File: config.mk
export PLATFORM = sky130hd
export DESIGN_NAME = lnzd_sparse_expander_flat
export DESIGN_NICKNAME = d
export VERILOG_FILES = /design/src/rtl/lnzd_sparse_expander_if.sv /design/src/rtl/lnzd_sparse_expander.sv /design/src/flat_wrapper.sv
export SDC_FILE = /design/constraint.sdc
export NUM_CORES = 1
export LEC_CHECK = 0
export CAP_MARGIN = 20
export CORE_MARGIN = 2
export CORE_UTILIZATION = 44
export CTS_CLUSTER_SIZE = 30
export DETAILED_ROUTE_END_ITERATION = 8
export PLACE_DENSITY = 0.74
export SYNTH_ARGS = -nofsm -noshare
export SYNTH_HDL_FRONTEND = slang
export SYNTH_SLANG_ARGS = --single-unit
File: constraint.sdc
create_clock -name clk -period 2.2 [get_ports clk]
set_input_delay 0.22 -clock clk [delete_from_list [all_inputs] [get_ports clk]]
set_output_delay 0.22 -clock clk [all_outputs]
set_load 0.05 [all_outputs]
File: src/rtl/lnzd_sparse_expander_if.sv
// Sparse-in / dense-out link of the LNZD expander.
// master = pair source and frame consumer, slave = expander.
interface lnzd_sparse_expander_if #(
    parameter int POS_WIDTH  = 4,
    parameter int DATA_WIDTH = 16
);
    localparam int NUM_ELEM = 1 << POS_WIDTH;

    logic                           in_valid;
    logic                           in_ready;
    logic [POS_WIDTH-1:0]           in_position;
    logic [DATA_WIDTH-1:0]          in_data;
    logic                           in_last;
    logic                           in_null;
    logic                           out_valid;
    logic                           out_ready;
    logic [NUM_ELEM*DATA_WIDTH-1:0] out_vector;
    logic [NUM_ELEM-1:0]            out_mask;
    logic [POS_WIDTH:0]             out_count;
    logic                           err_order;

    modport master (
        output in_valid, in_position, in_data, in_last, in_null, out_ready,
        input  in_ready, out_valid, out_vector, out_mask, out_count, err_order
    );

    modport slave (
        input  in_valid, in_position, in_data, in_last, in_null, out_ready,
        output in_ready, out_valid, out_vector, out_mask, out_count, err_order
    );
endinterface

File: src/rtl/lnzd_sparse_expander.sv
// Rebuilds a dense vector from ascending (position, value) pairs and hands it out on valid/ready.
// Optional LNZD_EXPAND_ORDER_CHECK_EN adds the sticky non-ascending-position flag err_order.
//
// state   | meaning
// COLLECT | accepting pairs into the buffer, in_ready=1
// OUTPUT  | dense frame presented, out_valid=1, waiting for out_ready
module lnzd_sparse_expander #(
    parameter int POS_WIDTH  = 4,
    parameter int DATA_WIDTH = 16
) (
    input logic                   clk,
    input logic                   rst_n,
    lnzd_sparse_expander_if.slave bus
);
    localparam int NUM_ELEM = 1 << POS_WIDTH;

    typedef enum logic {
        COLLECT = 1'b0,
        OUTPUT  = 1'b1
    } state_t;

    state_t                         state;
    logic                           in_ready_q;
    logic                           out_valid_q;
    logic [NUM_ELEM*DATA_WIDTH-1:0] vector_q;
    logic [NUM_ELEM-1:0]            mask_q;
    logic [POS_WIDTH:0]             count_q;

    logic accept;
    logic write_en;
    logic frame_done;

    assign accept     = bus.in_valid & in_ready_q;
    assign write_en   = accept & ~bus.in_null;
    assign frame_done = (state == OUTPUT) & bus.out_ready;

    always_ff @(posedge clk or negedge rst_n) begin
        if (!rst_n) begin
            state       <= COLLECT;
            in_ready_q  <= 1'b1;
            out_valid_q <= 1'b0;
            vector_q    <= '0;
            mask_q      <= '0;
            count_q     <= '0;
        end else begin
            case (state)
                COLLECT: begin
                    if (write_en) begin
                        vector_q[bus.in_position*DATA_WIDTH +: DATA_WIDTH] <= bus.in_data;
                        mask_q[bus.in_position] <= 1'b1;
                        // duplicates overwrite data but are counted once
                        if (!mask_q[bus.in_position]) begin
                            count_q <= count_q + 1'b1;
                        end
                    end
                    if (accept && bus.in_last) begin
                        state       <= OUTPUT;
                        in_ready_q  <= 1'b0;
                        out_valid_q <= 1'b1;
                    end
                end
                OUTPUT: begin
                    if (bus.out_ready) begin
                        state       <= COLLECT;
                        in_ready_q  <= 1'b1;
                        out_valid_q <= 1'b0;
                        vector_q    <= '0;
                        mask_q      <= '0;
                        count_q     <= '0;
                    end
                end
                default: begin
                    state       <= COLLECT;
                    in_ready_q  <= 1'b1;
                    out_valid_q <= 1'b0;
                end
            endcase
        end
    end

    assign bus.in_ready   = in_ready_q;
    assign bus.out_valid  = out_valid_q;
    assign bus.out_vector = vector_q;
    assign bus.out_mask   = mask_q;
    assign bus.out_count  = count_q;

`ifdef LNZD_EXPAND_ORDER_CHECK_EN
    logic [POS_WIDTH-1:0] last_pos_q;
    logic                 first_q;
    logic                 err_q;

    // Null pairs carry no position, so they neither advance nor test the order.
    always_ff @(posedge clk or negedge rst_n) begin
        if (!rst_n) begin
            last_pos_q <= '0;
            first_q    <= 1'b1;
            err_q      <= 1'b0;
        end else begin
            if (write_en) begin
                if (!first_q && (bus.in_position <= last_pos_q)) begin
                    err_q <= 1'b1;
                end
                last_pos_q <= bus.in_position;
                first_q    <= 1'b0;
            end
            if (frame_done) begin
                first_q <= 1'b1;
            end
        end
    end

    assign bus.err_order = err_q;
`else
    logic unused_frame_done;
    assign unused_frame_done = frame_done;
    assign bus.err_order     = 1'b0;
`endif
endmodule

File: src/flat_wrapper.sv
// flat-port wrapper written by rule: the top's interface ports become plain ports
module lnzd_sparse_expander_flat 
#(
    parameter int POS_WIDTH  = 4,
    parameter int DATA_WIDTH = 16
)
  (clk, rst_n, bus_in_valid, bus_in_position, bus_in_data, bus_in_last, bus_in_null, bus_out_ready, bus_in_ready, bus_out_valid, bus_out_vector, bus_out_mask, bus_out_count, bus_err_order);
  lnzd_sparse_expander_if #(.POS_WIDTH(POS_WIDTH), .DATA_WIDTH(DATA_WIDTH)) bus_i ();
  input logic clk;
  input logic rst_n;
  input wire logic [$bits(bus_i.in_valid)-1:0] bus_in_valid;
  input wire logic [$bits(bus_i.in_position)-1:0] bus_in_position;
  input wire logic [$bits(bus_i.in_data)-1:0] bus_in_data;
  input wire logic [$bits(bus_i.in_last)-1:0] bus_in_last;
  input wire logic [$bits(bus_i.in_null)-1:0] bus_in_null;
  input wire logic [$bits(bus_i.out_ready)-1:0] bus_out_ready;
  output wire logic [$bits(bus_i.in_ready)-1:0] bus_in_ready;
  output wire logic [$bits(bus_i.out_valid)-1:0] bus_out_valid;
  output wire logic [$bits(bus_i.out_vector)-1:0] bus_out_vector;
  output wire logic [$bits(bus_i.out_mask)-1:0] bus_out_mask;
  output wire logic [$bits(bus_i.out_count)-1:0] bus_out_count;
  output wire logic [$bits(bus_i.err_order)-1:0] bus_err_order;
  assign bus_i.in_valid = bus_in_valid;
  assign bus_i.in_position = bus_in_position;
  assign bus_i.in_data = bus_in_data;
  assign bus_i.in_last = bus_in_last;
  assign bus_i.in_null = bus_in_null;
  assign bus_i.out_ready = bus_out_ready;
  assign bus_in_ready = bus_i.in_ready;
  assign bus_out_valid = bus_i.out_valid;
  assign bus_out_vector = bus_i.out_vector;
  assign bus_out_mask = bus_i.out_mask;
  assign bus_out_count = bus_i.out_count;
  assign bus_err_order = bus_i.err_order;
  lnzd_sparse_expander #(.POS_WIDTH(POS_WIDTH), .DATA_WIDTH(DATA_WIDTH)) u_core (.clk(clk), .rst_n(rst_n), .bus(bus_i));
endmodule
==> results.md, run 1 <==
* Status: finished clean
* WP data arrival at 2.49 ns
* Setup crit start kind: flip-flop
* Async S/R FF share, synth at 100.0%
* Hpwl dp at 25570 um
* Placed cell count at 1646
* Setup WS post-layout at 0.1273 ns
* Die Ht at 167.0 um
* Pwr dens at 609.2 nW/um^2
* Area of the multi-input gates at 4354 sq um
* Leading area contributor after synthesis: dfrtp_1
* Largest net degree at the start of global routing at 95
* Worst hold-check path type: input port to async pin
* First-pass GRT wire length at 55410 um
* Antenna diode count at 0
* Clock latency on the worst-skew pair at 0.54 ns
* Initial antenna violation count at 0
* Area fraction of the dominant cell type after synthesis at 59.74%
* # rows at 59
* Final cell count without fillers at 1699
* Hold Slack at 0.2338 ns
* Ys flop type: dfrtp_1
* GR Overflow Total at 0
* Crit. End Element: flip-flop
* Synth warn at 0
* Die area at 27880 sq um
* Root Buffer: clkbuf_16
* PortBufs at 304
* Pre-CTS setup slack at -0.4786 ns
* Mean Syn Cell Area at 12.09 sq um
* Htree depth at 1
* Register area at 7008 sq um
* Total Wirelength at 35210 um
* Syn Inst Count at 967
* Core Area at 26060 sq um
* Register area share after synthesis at 59.97%
* Synth cell types at 62
* Crit path time final at 2.073 ns
* I/O pin cnt at 306
* Slew @ Worst Pin at 0.7624 ns
* Remaining DRCs at 0
* Clock Tree Buf Depth at 3
* Detail Route Antenna Nets at 0
* RSZ-0062 raised after global routing: false
* Cts bufs inserted at 28
* Number of synthesized flops with an enable pin at 0
* Critical Path RT at 2.61 ns
* WL/cell at 20.72 um
* Setup Viol. Count Final at 0
* Crit-path max FO at 16
* Total GRT Usage at 24.95%
* CTS tree: built
* Drt pass-1 iters at 5
* Pleak at 8.070 nW
* Clock Sinks at 280
* Worst Skew at 0.004701 ns
* Placed cell area at 15920 sq um
* Vias per std cell at 5.465
* Starting Density at 44.85%
* Nets at 1376
* Vias in the first global route at 9667
* Fin area at 16850 sq um
* Number of fill cells at 2004
* VDD IR max at 725.0 uV
* Layout cells sized above 1 at 13.12%
* Max-cap violations at 0
* Setup TNS at 0 ns
* 1st-iter DRT viols at 696
* Synth top area cells: dfrtp_1 60%, mux2i_1 13%, a22o_1 7.6%, nand2_1 6.1%, buf_2 0.99%
* Area Overhead vs Synth at 44.18%
* Mapped cell area at 11690 sq um
* Critical path class: flip-flop to flip-flop
* Fmax at 482.5 MHz
* Top post-synthesis cells by count: 279 x dfrtp_1, 190 x nand2_1, 153 x mux2i_1, 102 x a22o_1, 27 x clkbuf_1
* Via count at 9285
* Period utilisation layout at 94.21%
* Clock-pin slew on the worst setup and hold paths at 0.06 ns
* Flops & latches, synth at 280
* Pins over their slew limit at 0
* Top-count cell post-synth: dfrtp_1
* Routability cong. at 0.8465
* Mapped Nets at 999
* Rel. slew slack at 48.79%
* Die span in x at 167.0 um
* Final hold vios at 0
[critical path: stages (launching register included)]
cell and delay, ns:
dfstp_2 0.58, nand4bb_1 0.12, buf_4 0.18, a2111oi_4 0.31
or3b_1 0.44, buf_12 0.19, mux2i_1 0.12
[layout by cell type (no fill, tap or decap), drive strengths merged, types with 3 or more instances in the layout]
cell           synthesis  layout
a21oi                 19      19
a22o                 102     102
a32o                   5       5
and2                   3       3
buf                   35     105
clkbuf                27      42
clkdlybuf4s50          0     302
clkinv                 0       6
dfrtp                279     279
ha                     6       6
inv                   26      26
mux2                   3       3
mux2i                153     153
mux4                   3       3
nand2                190     190
nand2b                 8       8
nand3                  5       5
nand4                  3       3
nor2                  26      26
nor3                  23      23
nor4                   6       6
o21ai                  3       3
or2                    3       3
or3b                   3       3
[layout make-up]
class                   count  area share, %
clock inverters             8         0.4233
well taps                 335          2.488
multi-input cells         599          25.84
inverters                  26         0.5792
clock buffers              42          4.716
repair buffers            409          24.36
flip-flops and latches    280          41.59
[cell families after synthesis]
family | Yosys count | share of synthesized area (%)
buffers and inverters | 88 | 3.522
other | 1 | 0.03209
adders and majority gates | 6 | 0.6424
AOI/OAI and AO/OA | 146 | 10.37
DFF | 280 | 59.97
and+or+nand+nor | 285 | 11.34
xor gates and xnor gates | 2 | 0.1499
muxes | 159 | 13.97
[state kept, by name, summed over array words and instances, names as in the netlist]
| name | cells |
|---|---|
| u_core.bus.out_vector | 256 |
| u_core.bus.out_valid | 1 |
| u_core.bus.out_mask | 16 |
| u_core.state | 1 |
| u_core.bus.in_ready | 1 |
| u_core.bus.out_count | 5 |
[final timing paths]
path,from,end,slack [ns],depth (start not counted)
worst max register to register,u_core.bus.in_ready,u_core.bus.out_vector[249],0.13,6
worst max-delay path,u_core.bus.in_ready,u_core.bus.out_vector[249],0.13,6
min in group clk,bus_in_last,u_core.state,0.31,3
worst min-delay path,rst_n,u_core.bus.out_vector[28],0.23,2
worst min register to register,u_core.bus.out_vector[147],u_core.bus.out_vector[147],0.50,1
max in group asynchronous,rst_n,u_core.bus.out_vector[13],1.18,3
[where the power goes]
group / internal (W) / switching (W)
clock: 0.00260 / 0.00195
sequential: 0.00515 / 0
combinational: 0.000195 / 0.000368
total: 0.00795 / 0.00232
[repair_timing]
action                     CTS  global route
resized for setup            0             5
hold buffers                 1             0
setup endpoints to repair    0            96
buffers inserted             0             2
hold endpoints to repair    68             0
[per-layer routing]
| layer | GRT usage [%] | routed length [um] |
|---|---|---|
| met4 | 7.271 | 951 |
| met1 | 35.01 | 15400 |
| met3 | 6.012 | 2660 |
| met2 | 38.83 | 16200 |
| met5 | 0 | 0 |
[per-stage QoR]
stage          total power, W  util (%)
3_5_place_dp         0.005800     61.09
6_report              0.01026     64.66
4_1_cts               0.01035     64.45
3_3_place_gp         0.005793     61.09
2_1_floorplan        0.005438         -
5_1_grt               0.01059     64.66
Note: power is estimated with default switching activity, not from simulation.
==> inputs of run 2 (changes only) <==
Settings changed: CORE_UTILIZATION 44 to 57, DONT_BUFFER_PORTS set to 1, PLACE_DENSITY 0.74 to 0.73.
==> run 2 against run 1 <==
Compared with the run above:
- the flow now finishes with violations (hold timing)
- sequential cell count stayed put
- sequential power about the same
- hold slack got worse by 0.85 ns
- power grew 2.3%
- cell count fell by 23%
- design area is 20% lower
- clock power rose by 10%
- largest cell class unchanged
- highest routed layer unchanged
==> results.md, run 2 (synthesis results as in run 1) <==
* Cts bufs inserted at 28 (unchanged)
* R2r setup slk at 0.12 ns (about the same)
* Via count at 7994 (-14%)
* CP Depth at 5 (-1)
* CTS tree: built
* VDD IR max at 618.7 uV (-15%)
* Fmax at 480.9 MHz (-0.32%)
* Total GRT Usage at 29.19% (+4.2 points)
* Detail Route Antenna Nets at 0 (unchanged)
* Worst r2r path cells at 5 (-1)
* Max reg flops at 256 (unchanged)
* Die span in x at 147.2 um (-12%)
* Final hold vios at 280 (+280)
* WL/cell at 24.66 um (+19%)
* Initial antenna violation count at 0 (unchanged)
* Die area at 21660 sq um (-22%)
* RSZ-0062 raised after global routing: false
* CP Buf/Inv Count at 1 (-1)
* Pins over their slew limit at 0 (unchanged)
* Hold Slack at -0.6180 ns (-0.8517 ns)
* Final cell count without fillers at 1310 (-23%)
* PortBufs at 0 (-100%)
* Vias in the first global route at 8231 (-15%)
* Worst hold-check path type: input port to async pin
* Pwr dens at 776.1 nW/um^2 (+27%)
* Drt pass-1 iters at 5 (unchanged)
* First-pass GRT wire length at 49250 um (-11%)
* Max-cap violations at 0 (unchanged)
* Failing checks: hold timing
* Worst Setup SP: u_core.bus.in_ready
* Layout cells sized above 1 at 14.04% (+0.92 points)
* Starting Density at 57.94% (+13 points)
* Root Buffer: clkbuf_16
* Crit path time final at 2.079 ns (+0.006596 ns)
* Clock Sinks at 280 (unchanged)
* Hold_buf cts at 24 (+23)
* Total Wirelength at 32310 um (-8.2%)
* Setup crit start kind: flip-flop
* Die Ht at 147.2 um (-12%)
* 1st-iter DRT viols at 554 (-20%)
* Setup crit end: u_core.bus.out_vector[252]
* Most frequent cells in the layout: 279 x dfrtp_1, 189 x nand2_1, 153 x mux2i_1
* Rel. slew slack at 44.42% (-4.4 points)
* Slowest stage cell, crit path: dfstp_2
* Area Overhead vs Synth at 15.75%
* Clock Tree Buf Depth at 3 (unchanged)
* Clock-pin slew on the worst setup and hold paths at 0.06 ns (about the same)
* Critical Path RT at 2.61 ns (about the same)
* Core Area at 20170 sq um (-23%)
* RR Startpoint: u_core.bus.in_ready
* Remaining DRCs at 0 (unchanged)
* Top Family by Delay on Critical Path: simple AND/OR/NAND/NOR gates
* Antenna diode count at 0 (unchanged)
* WP data arrival at 2.49 ns (about the same)
* Final cell utilization of the core at 67.07% (+2.4 points)
* # rows at 52 (-12%)
* Nets at 1051 (-24%)
* Pleak at 6.879 nW (-15%)
* Setup Viol. Count Final at 0 (unchanged)
* Crit-path max FO at 16 (unchanged)
* Crit. End Element: flip-flop
* Critical path cell sequence: nand4bb_2, a2111oi_4, or3b_1, buf_12, mux2i_1
* Largest stage delay on the critical path at 0.55 ns (-0.03 ns)
* Period utilisation layout at 94.51% (+0.30 points)
* Slew @ Worst Pin at 0.8273 ns (+0.06498 ns)
* Largest net degree at the start of global routing at 281 (+200%)
* GR Overflow Total at 0 (unchanged)
* Status: finished with violations
* Routability cong. at 0.8836 (+4.4%)
* Vias per std cell at 6.102 (+12%)
* I/O pin cnt at 306 (unchanged)
* Critical path class: flip-flop to flip-flop
* Worst Skew at 0.008714 ns (+0.004012 ns)
* Placed cell count at 1235 (-25%)
* Hpwl dp at 21430 um (-16%)
* Htree depth at 1 (unchanged)
* Clock latency on the worst-skew pair at 0.54 ns (about the same)
* Reg-to-Reg End: u_core.bus.out_vector[252]
* Most common cell after layout, fill and taps aside: dfrtp_1
run 2: cell count changes in the layout (fill, tap and decap cells not counted), moves of 2 or more:
| cell | previous run | this run |
|---|---|---|
| clkbuf_8 | 2 | 10 |
| bufinv_16 | 1 | 3 |
| buf_12 | 21 | 5 |
| clkinv_2 | 5 | 7 |
| buf_4 | 83 | 55 |
| clkbuf_1 | 11 | 1 |
| clkdlybuf4s50_1 | 302 | 0 |
| dlygate4sd3_1 | 1 | 24 |
run 2: metal layers:
layer | wire length, um | part of all wire, % | GRT usage, %
met3 | 3180 | 9.8 | 9.814
met2 | 15530 | 48 | 47.03
met5 | 0 | 0 | 0
met1 | 12750 | 39 | 37.70
met4 | 853 | 2.6 | 9.279
run 2: power breakdown:
group	leakage, nW	internal (W)	total [W]	switching, W
combinational	2.52	0.0000984	0.000324	0.000226
clock	0.495	0.00302	0.00502	0.00201
sequential	3.87	0.00515	0.00515	0
run 2: per-stage QoR:
stage                     area (sq um)  power [W]  worst slack (ns)   TNS, ns
after detailed placement         12280   0.005492         -0.007595  -0.02994
after global placement           12280   0.005489           0.02606         0
after CTS                        13520    0.01054            0.1023         0
after global routing             13530    0.01075           0.01836         0
after floorplan                  11810   0.005438           -0.1991    -10.72
final                            13530    0.01050            0.1207         0
run 2: timing repair:
item,in CTS,in global routing
resized for setup,2,3
endpoints found under the hold margin,466,280
setup endpoints to repair,19,1
setup buffers,0,0
gates cloned,0,0
run 2: cell type report:
class	instances	area (sq um)
Multi-Input combinational cell	599	4339
Fill cell	1477	6643
Inverter	26	97.59
Tap cell	270	337.8
Sequential cell	280	7008
Clock inverter	12	148.9
Clock buffer	39	842.1
Timing Repair Buffer	84	753.2
run 2: how the worst min path moves through the flow:
| stage | slack (ns) | to | start | cells past startpoint |
|---|---|---|---|---|
| 2_1_floorplan | -0.08 | u_core.bus.out_count[0] | rst_n | 0 |
| 3_3_place_gp | -0.07 | u_core.bus.out_vector[203] | rst_n | 0 |
| 3_5_place_dp | -0.07 | u_core.bus.out_vector[203] | rst_n | 0 |
| 4_1_cts | -0.64 | u_core.bus.out_vector[78] | rst_n | 0 |
| 5_1_grt | -0.65 | u_core.bus.out_vector[138] | rst_n | 0 |
| 6_report | -0.62 | u_core.bus.out_vector[203] | rst_n | 0 |
==> inputs of run 3 (changes only) <==
Settings changed: CORE_UTILIZATION 57 to 43, PLACE_DENSITY 0.73 to 0.58.
==> run 3 against run 2 <==
Compared with the run above:
- the flow still finishes with violations (hold timing)
- clock skew increased by 0.0046 ns
- sequential cell count unchanged
- die area increased by 32%
- largest power group unchanged
==> results.md, run 3 (synthesis results as in run 1) <==
* First-pass GRT wire length at 50940 um (+3.4%)
* Register area at 7008 sq um (unchanged)
* Total GRT Usage at 23.16% (-6.0 points)
* Hpwl dp at 22400 um (+4.6%)
* Setup crit start kind: flip-flop
* WL/cell at 24.27 um (-1.6%)
* Remaining DRCs at 0 (unchanged)
* Worst hold-check path type: input port to async pin
* Die Ht at 168.9 um (+15%)
* Pins over their slew limit at 0 (unchanged)
* PortBufs at 0 (unchanged)
* Sw frac at 21.72% (+0.43 points)
* Reg power frac at 49.3% (+0.3 points)
* Clock Sinks at 280 (unchanged)
* Status: finished with violations
* VDD IR max at 580.8 uV (-6.1%)
* Placed cell count at 1309 (+6.0%)
* Hold_buf cts at 25 (+4.2%)
* Part of the power in the clock network at 47.5% (-0.4 points)
* Crit-path max FO at 16 (unchanged)
* Critical Path RT at 2.63 ns (+0.02 ns)
* Clock-pin slew on the worst setup and hold paths at 0.06 ns (about the same)
* Final hold vios at 280 (unchanged)
* Routability cong. at 0.7959 (-9.9%)
* Final Power at 0.01046 W (-0.41%)
* Int Pwr at 0.008184 W (-0.95%)
* Die area at 28510 sq um (+32%)
* I/O pin cnt at 306 (unchanged)
* Final cell utilization of the core at 51.11% (-16 points)
* Worst Setup SP: u_core.state
* RSZ-0062 raised after global routing: false
* P_sw at 0.002271 W (+1.6%)
* Gate power share at 3.2% (about the same)
* Largest net degree at the start of global routing at 281 (unchanged)
* Number of fill cells at 2373 (+61%)
* Vias in the first global route at 7790 (-5.4%)
* Vias per std cell at 5.665 (-7.2%)
* Largest stage delay on the critical path at 0.44 ns (-0.11 ns)
* # rows at 60 (+15%)
* Slew @ Worst Pin at 0.9840 ns (+0.1566 ns)
* Core Area at 26800 sq um (+33%)
* Final cell count without fillers at 1389 (+6.0%)
* Detail Route Antenna Nets at 0 (unchanged)
* Clock latency on the worst-skew pair at 0.56 ns (+0.02 ns)
* Most frequent cells in the layout: 279 x dfrtp_1, 189 x nand2_1, 153 x mux2i_1
* Initial antenna violation count at 0 (unchanged)
* Layout cells sized above 1 at 13.74% (-0.30 points)
* Setup Viol. Count Final at 0 (unchanged)
* Failing checks: hold timing
* WP data arrival at 2.50 ns (about the same)
* 1st-iter DRT viols at 618 (+12%)
* Fmax at 484.1 MHz (+0.66%)
* Antenna diode count at 0 (unchanged)
* RR Startpoint: u_core.state
* Drt pass-1 iters at 5 (unchanged)
* Via count at 7868 (-1.6%)
* GR Overflow Total at 0 (unchanged)
* Area Overhead vs Synth at 17.22%
* Most common cell after layout, fill and taps aside: dfrtp_1
* Nets at 1058 (+0.67%)
* Htree depth at 1 (unchanged)
* Rel. slew slack at 34.33% (-10 points)
* CTS tree: built
* Max reg flops at 256 (unchanged)
* Max-cap violations at 0 (unchanged)
* Crit path time final at 2.066 ns (-0.01360 ns)
* Root Buffer: clkbuf_16
* Die span in x at 168.9 um (+15%)
* Hold Slack at -0.6349 ns (-0.01689 ns)
* Starting Density at 43.60% (-14 points)
* Crit. End Element: flip-flop
* Total Wirelength at 33710 um (+4.3%)
* Slowest stage cell, crit path: dfrtp_1
* Critical path class: flip-flop to flip-flop
* Pleak at 6.899 nW (+0.29%)
* Worst Skew at 0.01333 ns (+0.004612 ns)
* Area of the multi-input gates at 4344 sq um (+0.12%)
* Clock Tree Buf Depth at 3 (unchanged)
* Period utilisation layout at 93.90% (-0.62 points)
* Cts bufs inserted at 30 (+7.1%)
* Critical path cell sequence: nand4bb_2, a2111oi_4, or3b_1, buf_12, mux2i_1
* Pwr dens at 763.3 nW/um^2 (-1.7%)
run 3: cell types whose count changed in the layout (fill, tap and decap cells not counted), moves of 2 or more:
cell / delta
clkbuf_16: +2
clkbuf_1: +9
clkinv_2: -6
buf_12: +4
bufinv_16: -2
run 3: routing by layer:
metal	track usage, %	wire length [um]
met5	0	0
met4	5.697	685
met3	8.113	3497
met2	34.87	15360
met1	32.20	14170
run 3: final timing paths:
check	to	cells past startpoint	slack [ns]
hold reg to reg	u_core.bus.in_ready	2	0.62
min in group clk	u_core.bus.out_vector[98]	2	0.04
hold / removal	u_core.bus.out_vector[137]	0	-0.63
setup / recovery	u_core.bus.out_vector[252]	5	0.13
max in group asynchronous	u_core.bus.in_ready	0	2.38
setup reg to reg	u_core.bus.out_vector[252]	5	0.13
run 3: cell type report:
| cell class | count | area share [%] |
|---|---|---|
| Clock buffer | 49 | 6.659 |
| Clock inverter | 5 | 0.4841 |
| Inverter | 26 | 0.7125 |
| Multi-Input combinational cell | 599 | 31.71 |
| Sequential cell | 280 | 51.16 |
| Tap cell | 341 | 3.115 |
| Timing Repair Buffer | 89 | 6.156 |
run 3: critical path: cells and delay by family, from the launching register on:
kind / cells / cell delay [ns]
AO/OA/AOI/OAI: 1 / 0.37
buffers and inverters: 1 / 0.18
flip-flops: 1 / 0.44
multiplexers: 1 / 0.13
AND/OR/NAND/NOR: 2 / 0.81
run 3: repair_timing:
action                     in CTS  in global routing
gates resized for setup         0                  3
hold endpoints to repair      496                280
buffers inserted                0                  1
setup endpoints to repair       0                 72
run 3: stage by stage:
step	cell area, sq um	TNS (ns)	worst slack, ns	hold WS (ns)
CTS	13670	0	0.04611	-0.6687
global placement	12440	0	0.06372	-0.06963
floorplan	11810	-10.72	-0.1991	-0.07559
detailed placement	12440	0	0.03552	-0.07014
finish	13700	0	0.1343	-0.6349
global route	13700	0	0.005040	-0.6636
run 3: power by group through the flow:
stage / Clock [W] / Combinational [W] / Sequential, W
after floorplan: 0 / 0.000192 / 0.00525
after global placement: 0 / 0.000260 / 0.00524
after detailed placement: 0 / 0.000260 / 0.00524
after CTS: 0.00507 / 0.000338 / 0.00515
after global routing: 0.00532 / 0.000363 / 0.00515
final: 0.00497 / 0.000336 / 0.00515
